### src/rtl/evatop_discharge_seq.sv
// EVA top emulation-supply discharge sequencer.
// Debounced request drives EMVDD, then EMEVDD discharge windows.
module evatop_discharge_seq #(
    parameter int DEB_CYC = 16,
    parameter int DIS_CYC = 1024,
    parameter int GAP_CYC = 64,
    parameter int CNT_W   = 12
) (
    input  logic       CLK,
    input  logic       RESET,
    input  logic       PSEUDOON31,
    input  logic       CLK60MHZLOCK,
    output logic       DISEMVDD_EN,
    output logic       DISEMEVDD_EN,
    output logic       DISBUSY,
    output logic       DISDONE,
    output logic       DISABORT,
    output logic [2:0] DISSTATE
);

    typedef enum logic [2:0] {
        IDLE     = 3'd0,
        DEB      = 3'd1,
        DIS_VDD  = 3'd2,
        GAP      = 3'd3,
        DIS_EVDD = 3'd4,
        HOLD     = 3'd5
    } state_t;

    localparam logic [CNT_W-1:0] DEB_LAST = CNT_W'(DEB_CYC - 1);
    localparam logic [CNT_W-1:0] DIS_LAST = CNT_W'(DIS_CYC - 1);
    localparam logic [CNT_W-1:0] GAP_LAST = CNT_W'(GAP_CYC - 1);
    localparam logic [CNT_W-1:0] CNT_ONE  = CNT_W'(1);

    state_t           state_q;
    state_t           state_d;
    logic [CNT_W-1:0] cnt_q;
    logic             s1_q;
    logic             req_s;
    logic             done_q;
    logic             done_d;
    logic             abort_q;
    logic             abort_d;
    logic             ok;

    assign ok = req_s & CLK60MHZLOCK;

    always_comb begin
        state_d = state_q;
        done_d  = 1'b0;
        abort_d = 1'b0;
        unique case (state_q)
            IDLE: begin
                if (ok) state_d = DEB;
            end
            DEB: begin
                if (!ok) state_d = IDLE;
                else if (cnt_q == DEB_LAST) state_d = DIS_VDD;
            end
            DIS_VDD: begin
                if (!ok) begin
                    state_d = IDLE;
                    abort_d = 1'b1;
                end else if (cnt_q == DIS_LAST) begin
                    state_d = GAP;
                end
            end
            GAP: begin
                if (!ok) begin
                    state_d = IDLE;
                    abort_d = 1'b1;
                end else if (cnt_q == GAP_LAST) begin
                    state_d = DIS_EVDD;
                end
            end
            DIS_EVDD: begin
                // abort wins over a coincident terminal count
                if (!ok) begin
                    state_d = IDLE;
                    abort_d = 1'b1;
                end else if (cnt_q == DIS_LAST) begin
                    state_d = HOLD;
                    done_d  = 1'b1;
                end
            end
            HOLD: begin
                if (!req_s) state_d = IDLE;
            end
            default: state_d = IDLE;
        endcase
    end

    always_ff @(posedge CLK) begin
        if (RESET) begin
            s1_q    <= 1'b0;
            req_s   <= 1'b0;
            state_q <= IDLE;
            cnt_q   <= '0;
            done_q  <= 1'b0;
            abort_q <= 1'b0;
        end else begin
            s1_q    <= PSEUDOON31;
            req_s   <= s1_q;
            state_q <= state_d;
            cnt_q   <= (state_d != state_q) ? '0 : cnt_q + CNT_ONE;
            done_q  <= done_d;
            abort_q <= abort_d;
        end
    end

    assign DISEMVDD_EN  = (state_q == DIS_VDD);
    assign DISEMEVDD_EN = (state_q == DIS_EVDD);
    assign DISBUSY      = (state_q == DEB) || (state_q == DIS_VDD) ||
                          (state_q == GAP) || (state_q == DIS_EVDD);
    assign DISDONE      = done_q;
    assign DISABORT     = abort_q;
    // illegal codes read back as 0 for the single cycle before recovery
    assign DISSTATE     = (state_q <= HOLD) ? state_q : 3'd0;

endmodule

### config.mk
export PLATFORM = sky130hd
export DESIGN_NAME = evatop_discharge_seq
export DESIGN_NICKNAME = d
export VERILOG_FILES = /design/src/rtl/evatop_discharge_seq.sv
export SDC_FILE = /design/constraint.sdc
export NUM_CORES = 1
export LEC_CHECK = 0
export CELL_PAD_IN_SITES_DETAIL_PLACEMENT = 0
export CELL_PAD_IN_SITES_GLOBAL_PLACEMENT = 1
export CORE_ASPECT_RATIO = 2
export CORE_MARGIN = 3
export CORE_UTILIZATION = 30
export DETAILED_ROUTE_END_ITERATION = 10
export HOLD_SLACK_MARGIN = 0.02
export PLACE_DENSITY_LB_ADDON = 0.1
export SETUP_SLACK_MARGIN = 0.4
export SYNTH_ARGS = -nofsm -noshare
export SYNTH_HDL_FRONTEND = slang
export SYNTH_SLANG_ARGS = --single-unit
### constraint.sdc
create_clock -name CLK -period 4.1 [get_ports CLK]
set_clock_uncertainty 0.15 [all_clocks]
set_input_delay 0.82 -clock CLK [delete_from_list [all_inputs] [get_ports CLK]]
set_output_delay 0.82 -clock CLK [all_outputs]
set_load 0.01 [all_outputs]
## Word-level counts from Yosys, hierarchy flattened

Cells that the tools add are included.

| storage, ports and cells | value |
|---|---|
| register bits | 19 |
| latch bits | 0 |
| RAM bits | 0 |
| memory bits (read-only) | 0 |
| input port bits | 4 |
| output and inout bits | 8 |
| logic and storage cells | 43 |
| memories kept | 0 |

| cells by class | value |
|---|---|
| add/sub/neg operators | 1 |
| multipliers | 0 |
| divide/modulo/power cells | 0 |
| order comparisons | 1 |
| equal/unequal tests | 9 |
| shift-type cells | 0 |
| multiplexer cells | 14 |
| bitwise operators | 4 |
| reduce and logical (&&, ||, !) cells | 8 |

Operators by type and width:

| kind | count |
|---|---|
| 2-to-1 mux 3 bit | 11 |
| one-hot mux 3 bit (6 select lines) | 1 |
| adder 12 x 1 -> 12 bit (second input constant) | 1 |
| equality test 12 x 10 -> 1 bit (second input constant) | 1 |
| equality test 12 x 4 -> 1 bit (second input constant) | 1 |
| equality test 12 x 6 -> 1 bit (second input constant) | 1 |
| equality test 3 x 2 -> 1 bit (second input constant) | 2 |
| equality test 3 bit (second input constant) | 2 |
| OR reduction 3 bit | 2 |
| OR reduction 2 bit | 2 |
| equality test 3 x 1 -> 1 bit (second input constant) | 1 |
| <= comparator 3 bit (second input constant) | 1 |
| zero test 3 bit | 1 |
| logical OR 1 bit | 3 |
| != test 3 bit | 1 |
| inverter 1 bit | 3 |
| 2-to-1 mux 1 bit | 2 |
| AND 1 bit | 1 |

## Depth between registers and ports, before layout

Gate-level depths: netlist of run 1.

| depth | value |
|---|---|
| depth after elaboration | 6 |
| depth in mapped cells | 6 |
| depth with buffers taken out | 5 |

## Worst setup path after synthesis of run 1

OpenSTA, ideal clock, no wires.

| timing | value |
|---|---|
| path type | register to output |
| start point | reg state_q[0] |
| end point | out DISBUSY |
| data arrival time | 0.933 ns |
| data required time | 3.130 ns |
| slack | 2.197 ns |
| cell stages (with the launch flop) | 4 |
| path buffers | 1 |
| path through | dfxtp_1 -> clkbuf_1 -> nor2_1 -> xnor2_1 |

| between the ends | value |
|---|---|
| cells in the longest elaborated chain, start to end | 4 |
| elaborated cells between the ends (all ways) | 7 |
| those cells by class | 4 x eq/ne; 3 x reduce/logical |

RTL lines:

| item | RTL line | RTL |
|---|---|---|
| start, declared | 35 | `state_t state_q;` |
| start signal, assigned | 104 | `state_q <= state_d;` |
| equality test 3 x 1 -> 1 bit or equality test 3 x 2 -> 1 bit (tied branches) | 113 | `assign DISBUSY = (state_q == DEB) \|\| (state_q == DIS_VDD) \|\|` |
| logical OR 1 bit (2 in a row) | 113 |  |
| logical OR 1 bit * | 114 | `(state_q == GAP) \|\| (state_q == DIS_EVDD);` |
| end, declared | 15 | `output logic DISBUSY,` |

Mark *: on every way between the ends. The rest lies on a longest branch, timed or not.

## Worst setup path after layout of run 1

| timing | value |
|---|---|
| start point | reg state_q[2] |
| end point | out DISEMEVDD_EN |

| between the ends | value |
|---|---|
| cells in the longest elaborated chain, start to end | 1 |

RTL lines:

| item | RTL line | RTL |
|---|---|---|
| equality test 3 bit | 112 | `assign DISEMEVDD_EN = (state_q == DIS_EVDD);` |
| end, declared | 14 | `output logic DISEMEVDD_EN,` |

No other way between the ends.

==> impl_metrics.toml, run 1 <==
[status]
status = "complete, no violations"

[cts]
htreeDepth = 1
ctsHoldBuffers = 0
path_clk_slew_ps = 80
postCtsSetupRepairBufs = 0
insertion_delay_ps = 260
cts-buffers-inserted = 3
cts.repair.resized = 0
clock_sinks = 19
tritoncts = "yes"
cts-root-buf = "clkbuf_8"
clockBufferDepth = 2

[timing]
fin_setup_tns_ps = 0
maxSlewHeadroom_pct = 40.9
fin_ws_ps = 1450
fmax_mhz = 377
hold_slack_ps = 313
tightest_slew_ps = 886
rsz0062_at_grt = "false"
hold_viol_final = 0
setup_violations = 0
post-route-period-util_pct = 64.6
finalCriticalPeriod_ps = 2650
slew_viol_final = 0

[placement]
pre_cts_slack_ps = 1280
placedInstanceArea_sq_mm = 0.00110
portBuffers = 11
gp_congestion = 0.760
dpl.hpwl_um = 1910

[floorplanning]
die_h_um = 86.9
die-area_sq_mm = 0.00403
initial_core_util_pct = 32.2
fp.dieW_um = 46.4
io_pins = 12
core-area_sq_mm = 0.00305
fp-row-count = 28

[pwr]
ir_drop_mv = 0.170
powerDensity_mw_per_mm2 = 298
leakagePower_nw = 0.407

[final_layout]
nets = 127
drive_gt1_share_pct = 6.61
syn2layout_area_growth_pct = 16.8
final_cell_area_sq_mm = 0.00115
antenna_cells = 0

[setup_path]
crit_type = "flip-flop to primary output"
cp_cell_sequence = "nand2b_1, nor2_1, clkdlybuf4s50_1"
worstPathRequired_ps = 3130
crit_fanout = 9
cp-start-kind = "flip-flop"
crit_path_end_kind = "primary output"
arrival_ps = 1680
slowest_stage = "clkdlybuf4s50_1"
max_stage_delay_ps = 560

[global_route]
grt_max_degree = 15
grt_pass1_vias = 828
grt_first_pass_wirelength_um = 3960
overflow = 0
antenna_found_initial = 0
grtUsageTotal_pct = 13.9

[synth]
syn_inst = 112
syn-num-nets = 117
syn_area_per_cell_sq_um = 8.76
netlist_area_sq_um = 981
ys_warn_count = 0
synth_cell_type_count = 38
ys_seq_elements = 19
ys_seq_area_share_pct = 38.8

[drt]
drt_first_pass_iters = 4
totalWireLength_um = 2440
drc = 0
vias_per_cell = 5.60
ant_nets = 0
wl_per_cell_um = 16.2
drt_iter0_drc = 18
vias = 845

[flow_run]
cap_violations = 0

[min_path]
hp-class = "flip-flop to flip-flop"
## kinds of logic (layout without fill, tap and decap cells)
kind of cell,Yosys count,after routing,share of synthesized area [%]
AOI/OAI and AO/OA,13,13,9.95
xor gates and xnor gates,11,11,9.82
adders and majority gates,1,1,1.28
buffers and inverters,10,19,4.46
DFF,19,19,38.8
and+or+nand+nor,58,58,35.7
## cell usage in the layout (no fill, tap or decap), drive strengths merged, types with 2 or more instances in the layout
cell type      Yosys  routed
dfxtp             19      19
clkdlybuf4s50      0      11
nor4              10      10
nor2               8       8
xnor2              7       7
nand2              6       6
and3               6       6
nor3               6       6
nand3              5       5
inv                4       4
xor2               4       4
nand2b             3       3
nand4              3       3
nor2b              3       3
clkbuf             4       3
o21ai              3       3
a21oi              2       2
o2bb2ai            2       2
## metal layers
metal  global-route usage, %  vias up  wire length [um]
met5                       0        -                 0
met4                    10.4        0               116
met3                    2.07       10                71
met2                    23.0       18              1340
met1                    14.7      392               914
li1                        -      425                 -
## registers in the layout, indices dropped and copies added, names as in the netlist
| name | count |
|---|---|
| DISABORT | 1 |
| DISDONE | 1 |
| cnt_q | 12 |
| req_s | 1 |
| s1_q | 1 |
| state_q | 3 |
## metrics by stage
stage	utilization [%]	instances	power, mW
2_1_floorplan	-	112	0.204
3_3_place_gp	36.1	147	0.212
3_5_place_dp	36.1	147	0.212
4_1_cts	37.6	151	0.349
5_1_grt	37.6	151	0.362
6_report	37.6	151	0.342
## layout make-up
type / instances / area (sq um)
multi-input cells: 83 / 557
well taps: 30 / 37.5
clock inverters: 1 / 5.00
clock buffers: 3 / 41.3
inverters: 4 / 15.0
flip-flops and latches: 19 / 380
repair buffers: 11 / 110
fillers: 327 / 1900
## cells in the mapped netlist, drive strengths merged
library cell	instances	area [sq um]
or4	1	11.3
nor2	8	37.5
nand2b	3	18.8
nand2	6	22.5
o31a	1	8.76
nor3b	1	7.51
inv	4	15.0
ha	1	12.5
nand4b	1	8.76
nor4b	1	8.76
and2	1	6.26
nor3	6	30.0
nand4bb	1	11.3
o2bb2ai	2	17.5
nor4	10	68.8
and4	1	8.76
clkbuf	4	16.3
xor2	4	35.0
a21o	1	7.51
o21ai	3	15.0
buf	2	12.5
nand4	3	18.8
o22ai	1	12.5
a31o	1	8.76
a21oi	2	10.0
and4b	1	10.0
nand3	5	25.0
and3	6	37.5
xnor2	7	61.3
o211ai	1	7.51
dfxtp	19	380
nor2b	3	18.8
o211a	1	10.0
## report_power, final
group / switching [mW] / internal [mW]
clock: 0.0663 / 0.0676
sequential: 0.00324 / 0.188
combinational: 0.00855 / 0.00791
total: 0.0781 / 0.264
## worst paths after layout
| check | startpoint | endpoint | slack (ps) | cells past startpoint |
|---|---|---|---|---|
| max | state_q[2] | DISEMEVDD_EN | 1450 | 3 |
| min | s1_q | req_s | 310 | 1 |
| max reg2reg | cnt_q[0] | cnt_q[9] | 1850 | 5 |
| min reg2reg | s1_q | req_s | 310 | 1 |
## critical path, delay by kind of cell (launching register included)
family / cells / cell delay (ps)
AND/OR/NAND/NOR: 2 / 360
flip-flops: 1 / 500
buffers and inverters: 1 / 560
Power figures use the tool's default switching activity.
==> inputs of run 2 (changes only) <==
clock period = 2.28 ns   (was 4.1 ns; I/O delays follow)
==> run 2 against run 1 <==
Compared with the run above:
- highest routed layer unchanged
- final cell count increased by 4.6%
- combinational power increased by 120%
- critical endpoint unchanged
- first-iteration DRC count decreased by 5.6%
- sequential cell count unchanged
- register-to-register slack got worse by 1400 ps
==> impl_metrics.toml, run 2 (same netlist as run 1, synthesis figures left out) <==
[global_route]
grtUsageTotal_pct = 14.5
grt_max_degree = 15
overflow = 0
grt_pass1_vias = 863
grt_first_pass_wirelength_um = 4240
antenna_found_initial = 0

[drt]
wl_per_cell_um = 15.8
vias = 885
drt_iter0_drc = 17
ant_nets = 0
vias_per_cell = 5.60
totalWireLength_um = 2500
drt_first_pass_iters = 4
drc = 0

[setup_path]
crit_path_end_kind = "primary output"
r2r_start = "cnt_q[0]"
worstSetupStartpoint = "state_q[1]"
worstPathRequired_ps = 1670
crit_type = "flip-flop to primary output"
arrival_ps = 1220
cp-start-kind = "flip-flop"
crit_fanout = 9

[placement]
portBuffers = 11
dpl.hpwl_um = 1840
placedInstanceArea_sq_mm = 0.00114
gp_congestion = 0.773

[final_layout]
antenna_cells = 0
syn2layout_area_growth_pct = 29.0
final_core_util_pct = 41.5
top_register = "cnt_q"
drive_gt1_share_pct = 21.9
largestRegisters = "cnt_q x12, state_q x3"
mostFrequentLayoutCell = "dfxtp_1"
final_cell_area_sq_mm = 0.00126
nets = 134
final_cell_mix = "dfxtp_1 (14), nor4_1 (9), xnor2_1 (7)"
largest_reg_flops = 12

[cts]
cts-buffers-inserted = 3
path_clk_slew_ps = 80
htreeDepth = 1
cts-root-buf = "clkbuf_8"
tritoncts = "yes"
insertion_delay_ps = 260
clockBufferDepth = 2
clock_sinks = 19

[timing]
finalCriticalPeriod_ps = 1820
slew_viol_final = 0
hold_viol_final = 0
post-route-period-util_pct = 80.0
setup_violations = 0
fmax_mhz = 548
maxSlewHeadroom_pct = 75.9
tightest_slew_ps = 358
rsz0062_at_grt = "true"

[floorplanning]
initial_core_util_pct = 32.2
die_h_um = 86.9
die-area_sq_mm = 0.00403
fp-row-count = 28
io_pins = 12
fp.dieW_um = 46.4
core-area_sq_mm = 0.00305

[pwr]
ir_drop_mv = 0.290
leakagePower_nw = 0.479
powerDensity_mw_per_mm2 = 488

[flow_run]
cap_violations = 0

[min_path]
hp-class = "flip-flop to flip-flop"
worstHoldStart = "s1_q"

[status]
status = "complete, no violations"
## run 2: cell types whose count changed in the layout (fill, tap and decap cells not counted), sizes merged
cell	change
dlymetal6s2s	+1
clkdlybuf4s15	+2
buf	+7
clkdlybuf4s50	-7
dlygate4sd2	+4
## run 2: worst paths after layout
| check | endpoint | slack (ps) | cells past startpoint |
|---|---|---|---|
| max reg2reg | state_q[0] | 500 | 6 |
| min | req_s | 290 | 1 |
| max | DISEMEVDD_EN | 460 | 3 |
| min reg2reg | req_s | 290 | 1 |
## run 2: power breakdown
| part | internal, mW | switching (mW) |
|---|---|---|
| Clock | 0.122 | 0.118 |
| Sequential | 0.335 | 0.00652 |
| Combinational | 0.0183 | 0.0173 |
## run 2: stage by stage
stage          instances  hold WS, ps  setup slack, ps  total power [mW]  TNS [ps]
3_3_place_gp         152          270            -64.4             0.384      -705
5_1_grt              158          302              396             0.647         0
4_1_cts              157          298              208             0.626         0
6_report             158          290              456             0.617         0
3_5_place_dp         152          280             -100             0.384     -1090
2_1_floorplan        112          264              543             0.368         0
## run 2: worst max-delay path: stages (launching register included)
cell and delay, ps:
dfxtp_4 380, nand2b_2 220, nor2_2 110, clkdlybuf4s15_1 240
## run 2: area by class of cell
class	count	area, sq um
Sequential cell	19	394
Tap cell	30	37.5
Fill cell	329	1780
Clock buffer	3	41.3
Clock inverter	1	5.00
Timing Repair Buffer	18	173
Multi-Input combinational cell	83	599
Inverter	4	15.0
## run 2: what timing repair did
action,4_1_cts,5_1_grt
endpoints found under the setup margin,19,16
hold buffers,0,0
gates resized for setup,17,10
buffers inserted,1,1
pin swaps,0,2
## run 2: metal layers
layer | vias to the layer above | GRT usage, % | part of all wire (%) | wire (um)
li1 | 438 | - | - | -
met2 | 15 | 24.9 | 56 | 1390
met5 | - | 0 | 0 | 0
met3 | 7 | 1.86 | 2.8 | 69
met4 | 0 | 7.77 | 2.9 | 72
met1 | 425 | 16.2 | 38 | 962
